[src/rtl/ufib_pkg.sv]
// rtl/ufib_pkg.sv - UFI bus fabric command-word field layout and helpers
//
// Command word layout, counted down from the MSB of an A-bit word:
//   bit A-1            REQ  (request valid / return valid)
//   bit A-2            RD   (1 read, 0 write)
//   bits A-3 -: IDW    master ID
//   low bits           memory address
package ufib_pkg;

    localparam int REQ_FROM_MSB = 0;
    localparam int RD_FROM_MSB  = 1;
    localparam int ID_FROM_MSB  = 2;

    function automatic int req_bit(input int a);
        return a - 1 - REQ_FROM_MSB;
    endfunction

    function automatic int rd_bit(input int a);
        return a - 1 - RD_FROM_MSB;
    endfunction

    function automatic int id_msb(input int a);
        return a - 1 - ID_FROM_MSB;
    endfunction

endpackage

[src/rtl/ufib_arbiter.sv]
// rtl/ufib_arbiter.sv - request arbiter, one-hot grant plus winner index
//
// Policy macro: UFIB_ROUND_ROBIN_EN
//   defined   : round-robin, search starts after the last winner (pointer register)
//   undefined : fixed priority, lowest index wins (purely combinational)
// Ports:
//   clk, rst, advance  (round-robin build only) clock, sync active-high reset,
//                      pointer update strobe (a grant was taken this cycle)
//   req      [N-1:0]   request vector
//   gnt      [N-1:0]   one-hot grant
//   gnt_idx  [IW-1:0]  index of the granted master
//   gnt_vld            any request granted
module ufib_arbiter #(
    parameter int N  = 1,
    parameter int IW = 1
) (
`ifdef UFIB_ROUND_ROBIN_EN
    input  logic          clk,
    input  logic          rst,
    input  logic          advance,
`endif
    input  logic [N-1:0]  req,
    output logic [N-1:0]  gnt,
    output logic [IW-1:0] gnt_idx,
    output logic          gnt_vld
);

`ifdef UFIB_ROUND_ROBIN_EN
    logic [IW-1:0] ptr_q;
    logic [IW-1:0] ptr_d;

    always_comb begin
        int j;
        j       = 0;
        gnt     = '0;
        gnt_idx = '0;
        gnt_vld = 1'b0;
        for (int i = 0; i < N; i++) begin
            j = int'(ptr_q) + i;
            if (j >= N) begin
                j = j - N;
            end
            if (!gnt_vld && req[j]) begin
                gnt_vld = 1'b1;
                gnt[j]  = 1'b1;
                gnt_idx = IW'(j);
            end
        end
        ptr_d = ptr_q;
        if (advance && gnt_vld) begin
            ptr_d = (int'(gnt_idx) == N - 1) ? '0 : gnt_idx + 1'b1;
        end
    end

    always_ff @(posedge clk) begin
        if (rst) begin
            ptr_q <= '0;
        end else begin
            ptr_q <= ptr_d;
        end
    end
`else
    always_comb begin
        gnt     = '0;
        gnt_idx = '0;
        gnt_vld = 1'b0;
        // Walk downward so the lowest requesting index is the last to overwrite.
        for (int i = N - 1; i >= 0; i--) begin
            if (req[i]) begin
                gnt     = '0;
                gnt[i]  = 1'b1;
                gnt_idx = IW'(i);
                gnt_vld = 1'b1;
            end
        end
    end
`endif

endmodule

[src/rtl/ufi_bus_fabric.sv]
// rtl/ufi_bus_fabric.sv - UFI interconnect: N masters arbitrated onto one slave, read return broadcast
//
// Policy macro: UFIB_ROUND_ROBIN_EN (round-robin when defined, fixed priority otherwise)
// Ports:
//   iCLK, iRST           clock, synchronous active-high reset
//   iMUfiWd/iMUfiAdrs    packed master write data / command words (master x at slice x)
//   oMUfiRdy             per-master one-cycle accept pulse
//   oSUfiWd/oSUfiAdrs    registered request to slave
//   iSUfiRdy             slave can accept a request this cycle
//   iSUfiRd/iSUfiAdrs    slave read-return data / command echo
//   oMUfiRd/oMUfiAdrs    registered read return broadcast to all masters
module ufi_bus_fabric
    import ufib_pkg::*;
#(
    parameter int pBlockConnectNum = 1,
    parameter int pBlockAdrsWidth  = 1,
    parameter int pUfiDqBusWidth   = 16,
    parameter int pUfiAdrsBusWidth = 32
) (
    input  logic                                       iCLK,
    input  logic                                       iRST,
    input  logic [pBlockConnectNum*pUfiDqBusWidth-1:0]   iMUfiWd,
    input  logic [pBlockConnectNum*pUfiAdrsBusWidth-1:0] iMUfiAdrs,
    output logic [pBlockConnectNum-1:0]                oMUfiRdy,
    output logic [pUfiDqBusWidth-1:0]                  oSUfiWd,
    output logic [pUfiAdrsBusWidth-1:0]                oSUfiAdrs,
    input  logic                                       iSUfiRdy,
    input  logic [pUfiDqBusWidth-1:0]                  iSUfiRd,
    input  logic [pUfiAdrsBusWidth-1:0]                iSUfiAdrs,
    output logic [pUfiDqBusWidth-1:0]                  oMUfiRd,
    output logic [pUfiAdrsBusWidth-1:0]                oMUfiAdrs
);

    localparam int N      = pBlockConnectNum;
    localparam int IW     = pBlockAdrsWidth;
    localparam int D      = pUfiDqBusWidth;
    localparam int A      = pUfiAdrsBusWidth;
    localparam int REQ_B  = req_bit(A);
    localparam int ID_MSB = id_msb(A);

    logic [N-1:0]  req;
    logic [N-1:0]  gnt;
    logic [IW-1:0] gnt_idx;
    logic          gnt_vld;
    logic          take;
    logic [A-1:0]  win_adrs;
    logic [D-1:0]  win_wd;

    logic [A-1:0]  s_adrs_q,  s_adrs_d;
    logic [D-1:0]  s_wd_q,    s_wd_d;
    logic [N-1:0]  m_rdy_q,   m_rdy_d;
    logic [D-1:0]  m_rd_q,    m_rd_d;
    logic [A-1:0]  m_radrs_q, m_radrs_d;

    always_comb begin
        req = '0;
        for (int x = 0; x < N; x++) begin
            req[x] = iMUfiAdrs[x*A + REQ_B];
        end
    end

    assign take = iSUfiRdy & gnt_vld;

    ufib_arbiter #(
        .N  (N),
        .IW (IW)
    ) u_arbiter (
`ifdef UFIB_ROUND_ROBIN_EN
        .clk     (iCLK),
        .rst     (iRST),
        .advance (take),
`endif
        .req     (req),
        .gnt     (gnt),
        .gnt_idx (gnt_idx),
        .gnt_vld (gnt_vld)
    );

    // AND-OR mux on the one-hot grant keeps the select free of out-of-range indices.
    always_comb begin
        win_adrs = '0;
        win_wd   = '0;
        for (int x = 0; x < N; x++) begin
            if (gnt[x]) begin
                win_adrs = win_adrs | iMUfiAdrs[x*A +: A];
                win_wd   = win_wd   | iMUfiWd[x*D +: D];
            end
        end
    end

    always_comb begin
        // Idle: drop REQ but keep the rest of the last request on the bus.
        s_adrs_d        = s_adrs_q;
        s_adrs_d[REQ_B] = 1'b0;
        s_wd_d          = s_wd_q;
        m_rdy_d         = '0;
        if (take) begin
            s_adrs_d                 = win_adrs;
            s_adrs_d[ID_MSB -: IW]   = gnt_idx;
            s_wd_d                   = win_wd;
            m_rdy_d                  = gnt;
        end
        m_rd_d    = iSUfiRd;
        m_radrs_d = iSUfiAdrs;
    end

    always_ff @(posedge iCLK) begin
        if (iRST) begin
            s_adrs_q  <= '0;
            s_wd_q    <= '0;
            m_rdy_q   <= '0;
            m_rd_q    <= '0;
            m_radrs_q <= '0;
        end else begin
            s_adrs_q  <= s_adrs_d;
            s_wd_q    <= s_wd_d;
            m_rdy_q   <= m_rdy_d;
            m_rd_q    <= m_rd_d;
            m_radrs_q <= m_radrs_d;
        end
    end

    assign oSUfiAdrs = s_adrs_q;
    assign oSUfiWd   = s_wd_q;
    assign oMUfiRdy  = m_rdy_q;
    assign oMUfiRd   = m_rd_q;
    assign oMUfiAdrs = m_radrs_q;

endmodule

[config.mk]
export PLATFORM = sky130hd
export DESIGN_NAME = ufi_bus_fabric
export DESIGN_NICKNAME = d
export VERILOG_FILES = /design/src/rtl/ufib_pkg.sv /design/src/rtl/ufib_arbiter.sv /design/src/rtl/ufi_bus_fabric.sv
export SDC_FILE = /design/constraint.sdc
export NUM_CORES = 1
export LEC_CHECK = 0
export CAP_MARGIN = 20
export CORE_ASPECT_RATIO = 1.5
export CORE_UTILIZATION = 41
export DETAILED_ROUTE_END_ITERATION = 6
export PLACE_DENSITY = 0.95
export SLEW_MARGIN = 25
export SYNTH_ARGS = -nofsm -noshare
export SYNTH_HDL_FRONTEND = slang
export SYNTH_SLANG_ARGS = --single-unit
[constraint.sdc]
create_clock -name iCLK -period 1.9 [get_ports iCLK]
set_input_delay 0.38 -clock iCLK [delete_from_list [all_inputs] [get_ports iCLK]]
set_output_delay 0.38 -clock iCLK [all_outputs]
set_load 0.005 [all_outputs]
==> reports/results.ini, run 1 <==
[worst_setup_path]
path_buf_inv=1
cp-end-kind=output pin
critical_path.max_stage_delay_ps=550
r2r-end=oSUfiWd[6]
worstPathArrival_ps=1240
crit_required_ps=1520
reg2reg_depth=2
r2r-start=oSUfiWd[6]
path_cells=clkdlybuf4s50_1
crit_path_top_delay_cell=clkdlybuf4s50_1
worstSetupPathType=reg2out
cp_top_family=buffers and inverters
reg2reg_slack_ps=1130
start_kind=flop
crit_fanout=1

[floorplanning]
fp.dieArea_sq_um=8770
ios=196
initial_core_util_pct=42.7
core-area_sq_um=8060
fp.dieW_um=76.8
die-height_um=114
rows=40

[grt]
grtUsageTotal_pct=21.1
grt_pass1_vias=2973
antenna_found_initial=0
gr-total-overflow=0
grt_pass1_wl_um=14300
grt_max_degree=94

[yosys]
yosys_warnings=0
synthDistinctLibCells=14
synth_nets=416
synth-seq-cells=96
netlist_instances=317
ys.flop_type=dfxtp_1
syn_area_sq_um=3440
avgSynthCellArea_sq_um=10.9
synthArstFlopShare_pct=0
synth_seq_area_share_pct=55.9
synth-edff-count=0

[drt]
wl_per_cell_um=15.1
viasPerCell=4.80
via_count=2901
drcViolationCount=0
firstDrtPassIters=4
routed_wl_um=9140
drtIter0Drc=116
ant_nets=0

[status]
outcome=complete, no violations

[min_path]
hp-class=in2reg
hold_path_end=oMUfiRd[6]
hold_start=iRST
holdPathStages=2

[timing]
fmax_mhz=619
finalSetupViolCount=0
timing.final.ws_setup_ps=284
final_hold_viol_count=0
timing.final.crit_share_pct=85.1
rsz0062_at_grt=false
fin_crit_ps=1620
fin_worst_skew_ps=0
tns_ps=0
maxSlewViolCount=0

[cells_and_area]
final_cells=604
design_area_sq_um=5700
nNetsFinal=594
fillers=561
mostFrequentLayoutCells=190 x clkdlybuf4s50_1, 96 x dfxtp_1, 48 x nor2b_1, 46 x nand3_1
mostFrequentLayoutCell=clkdlybuf4s50_1
layout-drive-gt1-share_pct=13.4
syn2layout_area_growth_pct=65.7
diodes=0

[place]
placed_cells=589
postPlaceCellArea_sq_um=5400
dpl.hpwl_um=6430
port_buffers=193
pre_cts_ws_ps=548
place_congestion=0.742

[power]
pwr-share-clk_pct=39.5
p_per_area_nw_per_um2=819
power.leakage_uw=0.00211
p_seq_share_pct=46.1
total_power_uw=4670
p_sw_share_pct=20.7
ir_worst_vdd_uv=573
combPwrFrac_pct=14.4
intPower_uw=3700
netSwitchingPower_uw=968

[clocking]
clock_path_buffers=2
numCtsBuffers=9
postCtsSetupBuffers=0
root_buffer=clkbuf_16
cts_hold_buf=0
clock_latency_ps=330
h-tree-depth=3
cts_tree=built
path_clk_slew_ps=60
clock_sinks=96
cts.repair.resized=0

[job]
drv_cap=0

[per-stage QoR]
stage | hold slack (ps) | util, %
2_1_floorplan | 508 | -
3_3_place_gp | 560 | 67.0
3_5_place_dp | 564 | 67.0
4_1_cts | 461 | 70.7
5_1_grt | 487 | 70.7
6_report | 470 | 70.7
[registers in the layout (all words and copies together), names as in the netlist]
name and count:
oSUfiWd 16, oMUfiAdrs 32, oMUfiRd 16, oSUfiAdrs 31
oMUfiRdy 1
[area by class of cell]
cell class | instances | area [sq um] | area share, %
Tap cell | 105 | 131 | 2.31
Multi-Input combinational cell | 190 | 1320 | 23.2
Clock inverter | 4 | 70.1 | 1.23
Timing Repair Buffer | 198 | 2020 | 35.4
Sequential cell | 96 | 1920 | 33.7
Clock buffer | 11 | 233 | 4.08
[per-layer routing]
metal  vias up  routed length (um)  GRT usage [%]
met5         -                   0              0
met4         0                 416           14.9
met3        31                 772           6.53
met2       150                4720           37.5
met1      1297                3230           20.7
li1       1423                   -              -
[worst max-delay path by stage]
| stage | from | endpoint | slack, ps | cells past startpoint |
|---|---|---|---|---|
| detailed placement | iMUfiAdrs[31] | oSUfiWd[6] | 550 | 4 |
| CTS | oMUfiAdrs[19] | oMUfiAdrs[19] | 280 | 1 |
| finish | oMUfiAdrs[19] | oMUfiAdrs[19] | 280 | 1 |
| global placement | iMUfiAdrs[31] | oSUfiAdrs[10] | 610 | 4 |
| floorplan | iMUfiAdrs[31] | oSUfiAdrs[19] | 900 | 4 |
| global route | oMUfiAdrs[19] | oMUfiAdrs[19] | 270 | 1 |
[Yosys cell counts, types with 2 or more instances]
cell type / number / area, sq um
a21oi_1: 23 / 115
clkbuf_1: 5 / 18.8
buf_2: 15 / 75.1
buf_6: 5 / 56.3
nor2b_1: 48 / 300
nand3_1: 46 / 230
a21bo_1: 23 / 230
buf_4: 6 / 45.0
a21bo_2: 23 / 230
nor2_1: 2 / 7.51
dfxtp_1: 96 / 1920
a21oi_2: 23 / 201
[kinds of logic after synthesis]
| kind of cell | count (synthesis) | synth area share (%) |
|---|---|---|
| AO/OA/AOI/OAI | 92 | 22.6 |
| buffers and inverters | 31 | 5.67 |
| flip-flops | 96 | 55.9 |
| other | 1 | 0.109 |
| AND/OR/NAND/NOR | 97 | 15.8 |
[power groups by stage]
stage                     Sequential, uW  Clock (uW)  Combinational (uW)
after floorplan                     2200           0                 228
after global placement              2190           0                 653
after detailed placement            2190           0                 673
after CTS                           2150        1880                 679
after global routing                2160        2000                 718
final                               2150        1840                 672
Power figures use the tool's default switching activity.
==> run 2, diff against run 1 <==
HOLD_SLACK_MARGIN = 0.02   (was unset)
==> results of run 2 <==
The final DEF is identical to that of run 1; final timing and power are the same.
==> run 3, diff against run 2 <==
CAP_MARGIN = 5   (was 20)
CORE_ASPECT_RATIO = 0.6   (was 1.5)
SLEW_MARGIN = unset   (was 25)
==> reports/results.ini, run 3 (synthesized netlist as in run 1, its figures left out) <==
[clocking]
numCtsBuffers=9  ; unchanged
cts.repair.resized=0  ; unchanged
clock_path_buffers=2  ; unchanged
cts_tree=built
postCtsSetupBuffers=0  ; unchanged
path_clk_slew_ps=70  ; about the same
clock_latency_ps=330  ; about the same
cts_hold_buf=0  ; unchanged
root_buffer=clkbuf_16
clock_sinks=96  ; unchanged
h-tree-depth=3  ; unchanged

[worst_setup_path]
path_buf_inv=1  ; unchanged
crit_required_ps=1520  ; about the same
crit_start=oMUfiAdrs[17]
crit_path_top_delay_cell=clkdlybuf4s50_1
worstSetupPathType=reg2out
start_kind=flop
r2r-start=oSUfiAdrs[2]
critical_path.max_stage_delay_ps=510  ; -40 ps
cp_top_family=buffers and inverters
worstPathArrival_ps=1200  ; -40 ps
path_cells=clkdlybuf4s50_1
cp-end-kind=output pin
crit_fanout=1  ; unchanged

[cells_and_area]
layout-drive-gt1-share_pct=13.7  ; +0.23 points
largest_reg_flops=32  ; unchanged
utilization_pct=71.0  ; +0.25 points
syn2layout_area_growth_pct=65.2
mostFrequentLayoutCell=clkdlybuf4s50_1
mostFrequentLayoutCells=190 x clkdlybuf4s50_1, 96 x dfxtp_1, 48 x nor2b_1, 46 x nand3_1
nNetsFinal=593  ; -0.17%
fillers=539  ; -3.9%
diodes=0  ; unchanged

[floorplanning]
die-height_um=72.9  ; -36%
fp.dieW_um=120  ; +57%
rows=25  ; -38%
fp.dieArea_sq_um=8770  ; about the same
ios=196  ; unchanged
initial_core_util_pct=43.0  ; +0.27 points
core-area_sq_um=8010  ; -0.62%

[power]
combPwrFrac_pct=14.0  ; -0.4 points
p_seq_share_pct=45.5  ; -0.6 points
pwr-share-clk_pct=40.5  ; +1.0 points
ir_worst_vdd_uv=621  ; +8.3%
power.leakage_uw=0.00211  ; -0.32%
p_per_area_nw_per_um2=832  ; +1.6%
intPower_uw=3710  ; +0.22%
netSwitchingPower_uw=1020  ; +5.6%
p_sw_share_pct=21.6  ; +0.88 points
total_power_uw=4730  ; +1.3%

[grt]
antenna_found_initial=0  ; unchanged
gr-total-overflow=0  ; unchanged
grt_pass1_vias=3033  ; +2.0%
grtUsageTotal_pct=21.6  ; +0.51 points
grt_pass1_wl_um=14500  ; +1.5%
grt_max_degree=94  ; unchanged

[timing]
fmax_mhz=632  ; +2.2%
tns_ps=0  ; unchanged
fin_crit_ps=1580  ; -34.1 ps
fin_worst_skew_ps=0  ; unchanged
rsz0062_at_grt=false
final_hold_viol_count=0  ; unchanged
whs_ps=418  ; -52.1 ps
timing.final.ws_setup_ps=318  ; +34.1 ps
finalSetupViolCount=0  ; unchanged
maxSlewViolCount=0  ; unchanged
timing.final.crit_share_pct=83.3  ; -1.8 points

[drt]
routed_wl_um=9410  ; +2.9%
ant_nets=0  ; unchanged
drcViolationCount=0  ; unchanged
firstDrtPassIters=4  ; unchanged
wl_per_cell_um=15.5  ; +2.6%
via_count=2921  ; +0.69%
drtIter0Drc=103  ; -11%
viasPerCell=4.82  ; +0.36%

[job]
drv_cap=0  ; unchanged

[place]
port_buffers=193  ; unchanged
pre_cts_ws_ps=614  ; +66.4 ps
place_congestion=0.733  ; -1.3%
dpl.hpwl_um=6660  ; +3.5%

[min_path]
hp-class=in2reg
hold_start=iRST

[status]
outcome=complete, no violations

-- run 3: changes by cell type in the layout (fill, tap and decap cells not counted), sizes merged --
cell / before / now
inv: 0 / 3
clkbuf: 11 / 9
buf: 8 / 7
clkinv: 2 / 1
-- run 3: metrics by stage --
stage | cell area [sq um] | std cells
after detailed placement | 5370 | 591
after global routing | 5680 | 606
after global placement | 5370 | 591
after floorplan | 3440 | 317
after CTS | 5680 | 606
final | 5680 | 606
-- run 3: per-layer routing --
layer	wire length (um)	global-route usage, %	up-vias
met1	3550	21.9	1373
met5	0	0	-
li1	-	-	1421
met2	4940	41.2	109
met4	180	6.58	0
met3	736	8.59	18
-- run 3: cell type report --
cell class	instances	area (sq um)	share of cell area [%]
clock buffers	9	225	3.96
clock inverters	6	91.3	1.61
well taps	108	135	2.38
flip-flops and latches	96	1920	33.8
multi-input cells	190	1320	23.3
repair buffers	197	1990	35.0
-- run 3: power groups by stage --
stage	Combinational (uW)	Sequential, uW	Clock, uW
4_1_cts	671	2150	1960
2_1_floorplan	228	2200	0
3_5_place_dp	666	2190	0
3_3_place_gp	643	2190	0
5_1_grt	708	2160	2050
6_report	664	2150	1910
-- run 3: worst paths after layout --
kind / endpoint / slack, ps / cells past startpoint
worst min-delay path: oMUfiAdrs[0] / 420 / 2
worst min register to register: oSUfiAdrs[8] / 570 / 2
worst max register to register: oSUfiAdrs[2] / 1110 / 2
worst max-delay path: oMUfiAdrs[17] / 320 / 1
